$ cat src/rtl/single_bit_sync_filter.sv
// Stability filter after a two-flop synchronizer: clean level, rise/fall pulses, saturating rise counter.
// Define SYNC_FILT_EDGE_CNT_EN to build the edge counter; otherwise edge_cnt and cnt_sat are tied to 0.
module single_bit_sync_filter #(
    parameter int unsigned FILT_CYC = 4,
    parameter int unsigned CNT_W    = 8
) (
    input  logic             clka,
    input  logic             rst,
    input  logic             din_sync,
    input  logic             cnt_clr,
    output logic             level_out,
    output logic             rise_pulse,
    output logic             fall_pulse,
    output logic [CNT_W-1:0] edge_cnt,
    output logic             cnt_sat
);

    localparam int unsigned    QW        = $clog2(FILT_CYC + 1);
    localparam logic [QW-1:0]  QUAL_LAST = QW'(FILT_CYC - 1);
    localparam logic [QW-1:0]  QUAL_ONE  = QW'(1);

    typedef enum logic [1:0] {
        ST_LOW    = 2'd0,
        ST_QUAL_H = 2'd1,
        ST_HIGH   = 2'd2,
        ST_QUAL_L = 2'd3
    } state_t;

    state_t        state_q, state_d;
    logic [QW-1:0] qcnt_q, qcnt_d;
    logic          level_q, level_d;
    logic          rise_q, rise_d;
    logic          fall_q, fall_d;

    // The qualification counter holds the number of consecutive samples of the
    // new level seen so far; acceptance happens on the FILT_CYC-th sample.
    always_comb begin
        state_d = state_q;
        qcnt_d  = qcnt_q;
        level_d = level_q;
        rise_d  = 1'b0;
        fall_d  = 1'b0;
        case (state_q)
            ST_LOW: begin
                if (din_sync) begin
                    if (FILT_CYC == 1) begin
                        state_d = ST_HIGH;
                        qcnt_d  = '0;
                        level_d = 1'b1;
                        rise_d  = 1'b1;
                    end else begin
                        state_d = ST_QUAL_H;
                        qcnt_d  = QUAL_ONE;
                    end
                end
            end
            ST_QUAL_H: begin
                if (!din_sync) begin
                    state_d = ST_LOW;
                    qcnt_d  = '0;
                end else if (qcnt_q == QUAL_LAST) begin
                    state_d = ST_HIGH;
                    qcnt_d  = '0;
                    level_d = 1'b1;
                    rise_d  = 1'b1;
                end else begin
                    qcnt_d = qcnt_q + 1'b1;
                end
            end
            ST_HIGH: begin
                if (!din_sync) begin
                    if (FILT_CYC == 1) begin
                        state_d = ST_LOW;
                        qcnt_d  = '0;
                        level_d = 1'b0;
                        fall_d  = 1'b1;
                    end else begin
                        state_d = ST_QUAL_L;
                        qcnt_d  = QUAL_ONE;
                    end
                end
            end
            ST_QUAL_L: begin
                if (din_sync) begin
                    state_d = ST_HIGH;
                    qcnt_d  = '0;
                end else if (qcnt_q == QUAL_LAST) begin
                    state_d = ST_LOW;
                    qcnt_d  = '0;
                    level_d = 1'b0;
                    fall_d  = 1'b1;
                end else begin
                    qcnt_d = qcnt_q + 1'b1;
                end
            end
            default: begin
                state_d = ST_LOW;
                qcnt_d  = '0;
                level_d = 1'b0;
            end
        endcase
    end

    always_ff @(posedge clka) begin
        if (rst) begin
            state_q <= ST_LOW;
            qcnt_q  <= '0;
            level_q <= 1'b0;
            rise_q  <= 1'b0;
            fall_q  <= 1'b0;
        end else begin
            state_q <= state_d;
            qcnt_q  <= qcnt_d;
            level_q <= level_d;
            rise_q  <= rise_d;
            fall_q  <= fall_d;
        end
    end

    assign level_out  = level_q;
    assign rise_pulse = rise_q;
    assign fall_pulse = fall_q;

`ifdef SYNC_FILT_EDGE_CNT_EN
    localparam logic [CNT_W-1:0] CNT_MAX = '1;
    localparam logic [CNT_W-1:0] CNT_ONE = CNT_W'(1);

    logic [CNT_W-1:0] cnt_q, cnt_d;
    logic             sat_q, sat_d;

    // A clear coinciding with a pending increment leaves 1 so that edge is kept.
    always_comb begin
        cnt_d = cnt_q;
        if (cnt_clr) begin
            cnt_d = rise_q ? CNT_ONE : '0;
        end else if (rise_q && (cnt_q != CNT_MAX)) begin
            cnt_d = cnt_q + 1'b1;
        end
        sat_d = (cnt_d == CNT_MAX);
    end

    always_ff @(posedge clka) begin
        if (rst) begin
            cnt_q <= '0;
            sat_q <= 1'b0;
        end else begin
            cnt_q <= cnt_d;
            sat_q <= sat_d;
        end
    end

    assign edge_cnt = cnt_q;
    assign cnt_sat  = sat_q;
`else
    logic unused_cnt_clr;

    assign unused_cnt_clr = cnt_clr;
    assign edge_cnt       = '0;
    assign cnt_sat        = 1'b0;
`endif

endmodule

$ cat config.mk
export PLATFORM = sky130hd
export DESIGN_NAME = single_bit_sync_filter
export DESIGN_NICKNAME = d
export VERILOG_FILES = /design/src/rtl/single_bit_sync_filter.sv
export SDC_FILE = /design/constraint.sdc
export NUM_CORES = 1
export LEC_CHECK = 0
export ABC_CLOCK_PERIOD_IN_PS = 1600
export CORE_AREA = 2 2 39 41
export CTS_CLUSTER_SIZE = 8
export DETAILED_ROUTE_END_ITERATION = 10
export DIE_AREA = 0 0 41 43
export PLACE_DENSITY_LB_ADDON = 0.25
export SETUP_SLACK_MARGIN = 0.4
export SLEW_MARGIN = 30
export SYNTH_ARGS = -nofsm -noshare
export SYNTH_HDL_FRONTEND = slang
export SYNTH_SLANG_ARGS = --single-unit
$ cat constraint.sdc
create_clock -name clka -period 1.6 [get_ports clka]
set_input_delay 0.24 -clock clka [delete_from_list [all_inputs] [get_ports clka]]
set_output_delay 0.24 -clock clka [all_outputs]
set_load 0.1 [all_outputs]
==> flow_summary.json, run 1 <==
{
  "maximum_resistive_drop_on_vdd_uv": 506,
  "nNetsFinal": 59,
  "gp_routability_congestion": 0.659,
  "grt_usage": 0.0936,
  "number_of_buffer_cells_added_on_primary_ports": 5,
  "via_cell_ratio": 4.34,
  "cp.required_ns": 1.78,
  "die-width_um": 41,
  "crit_slowest_cell": "sky130_fd_sc_hd__dfxtp_2",
  "synthesis.instances": 44,
  "dp_worst_setup_slack_ns": 0.109,
  "clock_tree.buffer_depth": 2,
  "cts.htree.levels": 1,
  "post_cts.repair.setup_buffers": 0,
  "post-dp-hpwl_um": 503,
  "library_cell_with_the_largest_summed_area_after_synthesis": "sky130_fd_sc_hd__dfxtp_1",
  "route.vias.total": 295,
  "synth_top_cell_area_share": 0.371,
  "pin_count_of_the_biggest_net_entering_global_routing": 8,
  "cpPeakStageDelay_ns": 0.34,
  "critPathKind": "flop to flop",
  "synthTopCellsByArea": "sky130_fd_sc_hd__dfxtp_1, sky130_fd_sc_hd__buf_4, sky130_fd_sc_hd__nor4b_1",
  "status": "complete, no violations",
  "detail-route-antenna-nets": 0,
  "worst-path-max-fanout": 4,
  "drc_errors": 0,
  "path_buf_inv": 0,
  "max_transition_viols_final": 0,
  "finalCoreUtilization": 0.398,
  "worst_slack_ns": 0.406,
  "max_cap_viol_count": 0,
  "skew_ns": 0.00388,
  "hold_viol": 0,
  "first_global_vias": 285,
  "number_of_antenna_violations_at_the_first_check_in_global_routing": 0,
  "grt_first_pass_wirelength_mm": 1.15,
  "rr_startpoint": "qcnt_q[0]",
  "hold_buffers": 0,
  "cts_made_buffers": 3,
  "wire_per_inst_um": 9.63,
  "antenna_cells": 0,
  "cts.repair.resized": 5,
  "hold-path-cell-count": 1,
  "timing.critical_path.max_delay_family": "simple AND/OR/NAND/NOR gates",
  "period_share": 0.746,
  "cp_endpoint_kind": "flop",
  "number_of_flip_flops_and_latches_in_the_synthesized_netlist": 8,
  "hold_end": "qcnt_q[0]",
  "p_leak_nw": 0.213,
  "finalWorstPathRequiredPeriod_ns": 1.19,
  "cts_num_sinks": 8,
  "critical_path.cell_chain": "ha_4, or2b_1, mux2_4, nor3b_2",
  "ios": 16,
  "drive_gt1_frac": 0.404,
  "crit-reg2reg-capture": "qcnt_q[2]",
  "placedCellCount": 65,
  "crit_arrival_ns": 1.37,
  "coreArea_mm2": 0.00138,
  "post_synth_num_cell_types": 24,
  "clk_pin_slew_ns": 0.05,
  "r2r_slack_ns": 0.41,
  "timing.hold.worst.start": "qcnt_q[0]",
  "start_kind": "flop",
  "wirelength_um": 655,
  "ctsRootBufferMaster": "sky130_fd_sc_hd__clkbuf_4",
  "grt_overflow_total": 0,
  "synth_seq_area_share": 0.371,
  "layoutNonFillerInstCount": 68,
  "maxClockFrequency_mhz": 837,
  "clock_insertion_delay_worst_skew_ns": 0.25,
  "dieHeight_um": 43,
  "detailedRoute.firstIterationViolations": 2,
  "setup-violations-final": 0,
  "netlist_area_um2": 432,
  "cts_tree": "done",
  "final.setup.tns_ns": 0,
  "ff2ff_path_depth": 4,
  "initial_utilization": 0.312,
  "synth.avg_cell_area_um2": 9.81,
  "area.growth.synth_to_final_pct": 27.5,
  "die_area_mm2": 0.00176,
  "yosysWarnings": 0,
  "timing.hold.worst.class": "flop to flop",
  "grt_setup_unrepaired": "true",
  "report.power.total_mw": 0.511,
  "placement_rows": 14,
  "power.density_mw_per_mm2": 928,
  "drt_pre_antenna_iters": 2
}
[routing by layer]
metal | GRT usage | part of all wire | up-vias
met4 | 0.0600 | 0.0061 | 0
met1 | 0.126 | 0.44 | 135
met2 | 0.131 | 0.50 | 8
met5 | 0 | 0 | -
met3 | 0.0157 | 0.046 | 2
li1 | - | - | 150
[worst reg2reg max path, delay by kind of cell, from the launching register on]
| family | cells | cell delay, ns |
|---|---|---|
| adder cells (fa/ha/maj) | 1 | 0.17 |
| flip-flops | 1 | 0.34 |
| multiplexers | 1 | 0.26 |
| AND/OR/NAND/NOR | 2 | 0.37 |
[synthesized netlist by cell type (all sizes together)]
library cell	number
xnor2	1
nor2	1
nand2	2
inv	1
nor3b	1
dfxtp	8
or2	1
a2111oi	1
or2b	1
o21ai	1
and3b	1
o2111ai	1
a21oi	3
conb	1
mux2	1
nand3b	2
buf	10
nor4b	2
o22ai	1
nor3	1
xor2	1
clkbuf	1
ha	1
[logic make-up after synthesis]
logic type                 synth area share
and+or+nand+nor                       0.197
AOI/OAI and AO/OA                     0.116
adders and majority gates            0.0290
buffers and inverters                 0.185
other                               0.00869
DFF                                   0.371
muxes                                0.0348
xor gates and xnor gates             0.0580
[cell type report]
| type | count | area (µm²) |
|---|---|---|
| inverter | 1 | 3.75 |
| timing repair buffer | 8 | 101 |
| tap | 16 | 20.0 |
| fill | 147 | 833 |
| sequential | 8 | 165 |
| multi-input combinational | 32 | 238 |
| clock buffer | 3 | 22.5 |
[worst max path at each step]
| stage | startpoint | endpoint | slack, ns | depth (start not counted) |
|---|---|---|---|---|
| final | qcnt_q[0] | qcnt_q[2] | 0.41 | 4 |
| after global routing | qcnt_q[0] | qcnt_q[2] | 0.37 | 4 |
| after CTS | qcnt_q[0] | qcnt_q[2] | 0.40 | 4 |
| after detailed placement | din_sync | qcnt_q[2] | 0.11 | 4 |
| after global placement | din_sync | qcnt_q[2] | 0.13 | 4 |
| after floorplan | qcnt_q[0] | qcnt_q[2] | 0.40 | 4 |
[cells in the final DEF (no fill, tap or decap), types with 2 or more instances in the layout]
cell type	instances
sky130_fd_sc_hd__dfxtp_2	4
sky130_fd_sc_hd__nor4b_1	2
sky130_fd_sc_hd__nand3b_1	2
sky130_fd_sc_hd__buf_4	3
sky130_fd_sc_hd__dfxtp_1	4
sky130_fd_sc_hd__conb_1	9
sky130_fd_sc_hd__buf_12	3
sky130_fd_sc_hd__clkbuf_4	3
sky130_fd_sc_hd__a21oi_1	2
sky130_fd_sc_hd__nand2_1	2
[per-stage QoR]
step | hold slack (ns) | instance area, µm²
detailed placement | 0.488 | 509
CTS | 0.485 | 546
floorplan | 0.463 | 463
global placement | 0.487 | 509
finish | 0.482 | 551
global route | 0.502 | 551
[where the power goes]
group | internal, mW | total [mW] | leakage [nW] | switching (mW)
clock network | 0.0854 | 0.147 | 0.0138 | 0.0621
logic | 0.0286 | 0.148 | 0.133 | 0.120
registers | 0.207 | 0.215 | 0.0666 | 0.00846
Note: power is estimated with default switching activity, not from simulation.
==> inputs of run 2 (changes only) <==
--- a/config.mk
+++ b/config.mk
@@ -5,7 +5,7 @@
 export SDC_FILE = /design/constraint.sdc
 export NUM_CORES = 1
 export LEC_CHECK = 0
-export ABC_CLOCK_PERIOD_IN_PS = 1600
+export ABC_CLOCK_PERIOD_IN_PS = 1030
 export CORE_AREA = 2 2 39 41
 export CTS_CLUSTER_SIZE = 8
 export DETAILED_ROUTE_END_ITERATION = 10
==> constraint.sdc (replaced) <==
create_clock -name clka -period 1.03 [get_ports clka]
set_input_delay 0.1545 -clock clka [delete_from_list [all_inputs] [get_ports clka]]
set_output_delay 0.1545 -clock clka [all_outputs]
set_load 0.1 [all_outputs]
==> flow_summary.json, run 2 (synthesis results as in run 1) <==
{
  "status": "finished, violations left",
  "failed_checks": "setup timing",
  "p_leak_nw": 0.254,
  "timing.hold.worst.class": "flop to flop",
  "crit_path_start": "qcnt_q[0]",
  "power.density_mw_per_mm2": 1260,
  "worst_slack_ns": -0.144,
  "die_area_mm2": 0.00176,
  "number_of_buffer_cells_added_on_primary_ports": 5,
  "ios": 16,
  "finalWorstPathRequiredPeriod_ns": 1.17,
  "area.growth.synth_to_final_pct": 56.8,
  "crit_arrival_ns": 1.35,
  "period_share": 1.14,
  "detailedRoute.firstIterationViolations": 3,
  "hold_buffers": 0,
  "grt_first_pass_wirelength_mm": 1.45,
  "cp.required_ns": 1.21,
  "crit_path_end": "qcnt_q[2]",
  "finalCoreUtilization": 0.489,
  "drc_errors": 0,
  "cts_made_buffers": 3,
  "via_cell_ratio": 4.24,
  "skew_ns": 0.00596,
  "drt_pre_antenna_iters": 2,
  "ctsRootBufferMaster": "sky130_fd_sc_hd__clkbuf_4",
  "crit_slowest_cell": "sky130_fd_sc_hd__dfxtp_2",
  "layout.cells.most_common_list": "sky130_fd_sc_hd__conb_1, sky130_fd_sc_hd__buf_4, sky130_fd_sc_hd__dfxtp_4",
  "first_global_vias": 334,
  "max_transition_viols_final": 0,
  "gp_routability_congestion": 0.665,
  "mostFrequentLayoutCell": "sky130_fd_sc_hd__conb_1",
  "pin_count_of_the_biggest_net_entering_global_routing": 7,
  "r2r_slack_ns": -0.14,
  "wirelength_um": 876,
  "critPathKind": "flop to flop",
  "max_cap_viol_count": 0,
  "die-width_um": 41,
  "critical_path.cell_chain": "ha_4, or2b_1, mux2_4, nor3b_2",
  "post-dp-hpwl_um": 617,
  "dp_worst_setup_slack_ns": -0.409,
  "final_design_area_no_fill_um2": 677,
  "grt_overflow_total": 0,
  "placedInstanceArea_um2": 564,
  "cp_endpoint_kind": "flop",
  "drive_gt1_frac": 0.586,
  "cts_num_sinks": 8,
  "initial_utilization": 0.312,
  "final.setup.tns_ns": -0.236,
  "ff2ff_path_depth": 4,
  "placement_rows": 14,
  "number_of_antenna_violations_at_the_first_check_in_global_routing": 0,
  "grt_usage": 0.127,
  "dieHeight_um": 43,
  "route.vias.total": 314,
  "placedCellCount": 69,
  "coreArea_mm2": 0.00138,
  "worst-path-max-fanout": 4,
  "layoutNonFillerInstCount": 74,
  "grt_setup_unrepaired": "true",
  "antenna_cells": 0,
  "crit-reg2reg-capture": "qcnt_q[2]",
  "detail-route-antenna-nets": 0,
  "clock_insertion_delay_worst_skew_ns": 0.25,
  "cts.htree.levels": 1,
  "fill_cells": 144,
  "nNetsFinal": 64,
  "rr_startpoint": "qcnt_q[0]",
  "cpPeakStageDelay_ns": 0.33,
  "hold_viol": 0,
  "clk_pin_slew_ns": 0.06,
  "maxClockFrequency_mhz": 852,
  "cts_tree": "done",
  "maximum_resistive_drop_on_vdd_uv": 591,
  "wire_per_inst_um": 11.8,
  "start_kind": "flop",
  "setup-violations-final": 4,
  "clock_tree.buffer_depth": 2
}
-- run 2: changes by cell type in the layout (fill, tap and decap cells not counted), moves of 2 or more --
cell                      before  now
sky130_fd_sc_hd__nor4b_2       0    2
sky130_fd_sc_hd__dfxtp_1       4    2
sky130_fd_sc_hd__dfxtp_2       4    2
sky130_fd_sc_hd__nor4b_1       2    0
sky130_fd_sc_hd__dfxtp_4       0    4
sky130_fd_sc_hd__buf_4         3    7
-- run 2: per-layer routing --
metal / part of all wire / GRT usage / routed length (µm) / up-vias
met2: 0.56 / 0.184 / 487 / 7
met4: 0 / 0.100 / 0 / 0
met1: 0.42 / 0.148 / 365 / 146
met5: 0 / 0 / 0 / -
li1: - / - / - / 161
met3: 0.027 / 0.0314 / 24 / 0
-- run 2: report_power, final --
group	internal (mW)	switching, mW
clock network	0.148	0.109
registers	0.311	0.00788
logic	0.0683	0.207
-- run 2: final cells by class --
type | instances | area (µm²) | area share
inverter | 1 | 3.75 | 0.00555
tap | 16 | 20.0 | 0.0296
clock buffer | 4 | 26.3 | 0.0388
multi-input combinational | 32 | 307 | 0.453
timing repair buffer | 13 | 143 | 0.211
sequential | 8 | 178 | 0.262
-- run 2: how the worst min path moves through the flow --
stage               startpoint    endpoint  slack [ns]  cells after the start
finish               qcnt_q[1]   qcnt_q[1]        0.50                      2
global route         qcnt_q[1]   qcnt_q[1]        0.53                      2
CTS                  qcnt_q[1]   qcnt_q[1]        0.50                      2
detailed placement   qcnt_q[1]   qcnt_q[1]        0.49                      2
global placement     qcnt_q[1]   qcnt_q[1]        0.50                      2
floorplan             din_sync  fall_pulse        0.41                      2
-- run 2: what timing repair did --
item,in CTS,in global routing
setup buffers,1,0
resized for setup,13,2
pin swaps,5,2
setup endpoints to repair,11,11
hold endpoints to repair,0,0
-- run 2: per-stage QoR --
stage,hold slack (ns),total power [mW]
after global placement,0.496,0.575
final,0.502,0.852
after detailed placement,0.491,0.576
after floorplan,0.414,0.558
after CTS,0.501,0.865
after global routing,0.533,0.907
-- run 2: worst max-delay path, delay by kind of cell (launching register included) --
kind / cells / cell delay (ns)
adders and majority gates: 1 / 0.16
DFF: 1 / 0.33
muxes: 1 / 0.26
and+or+nand+nor: 2 / 0.35
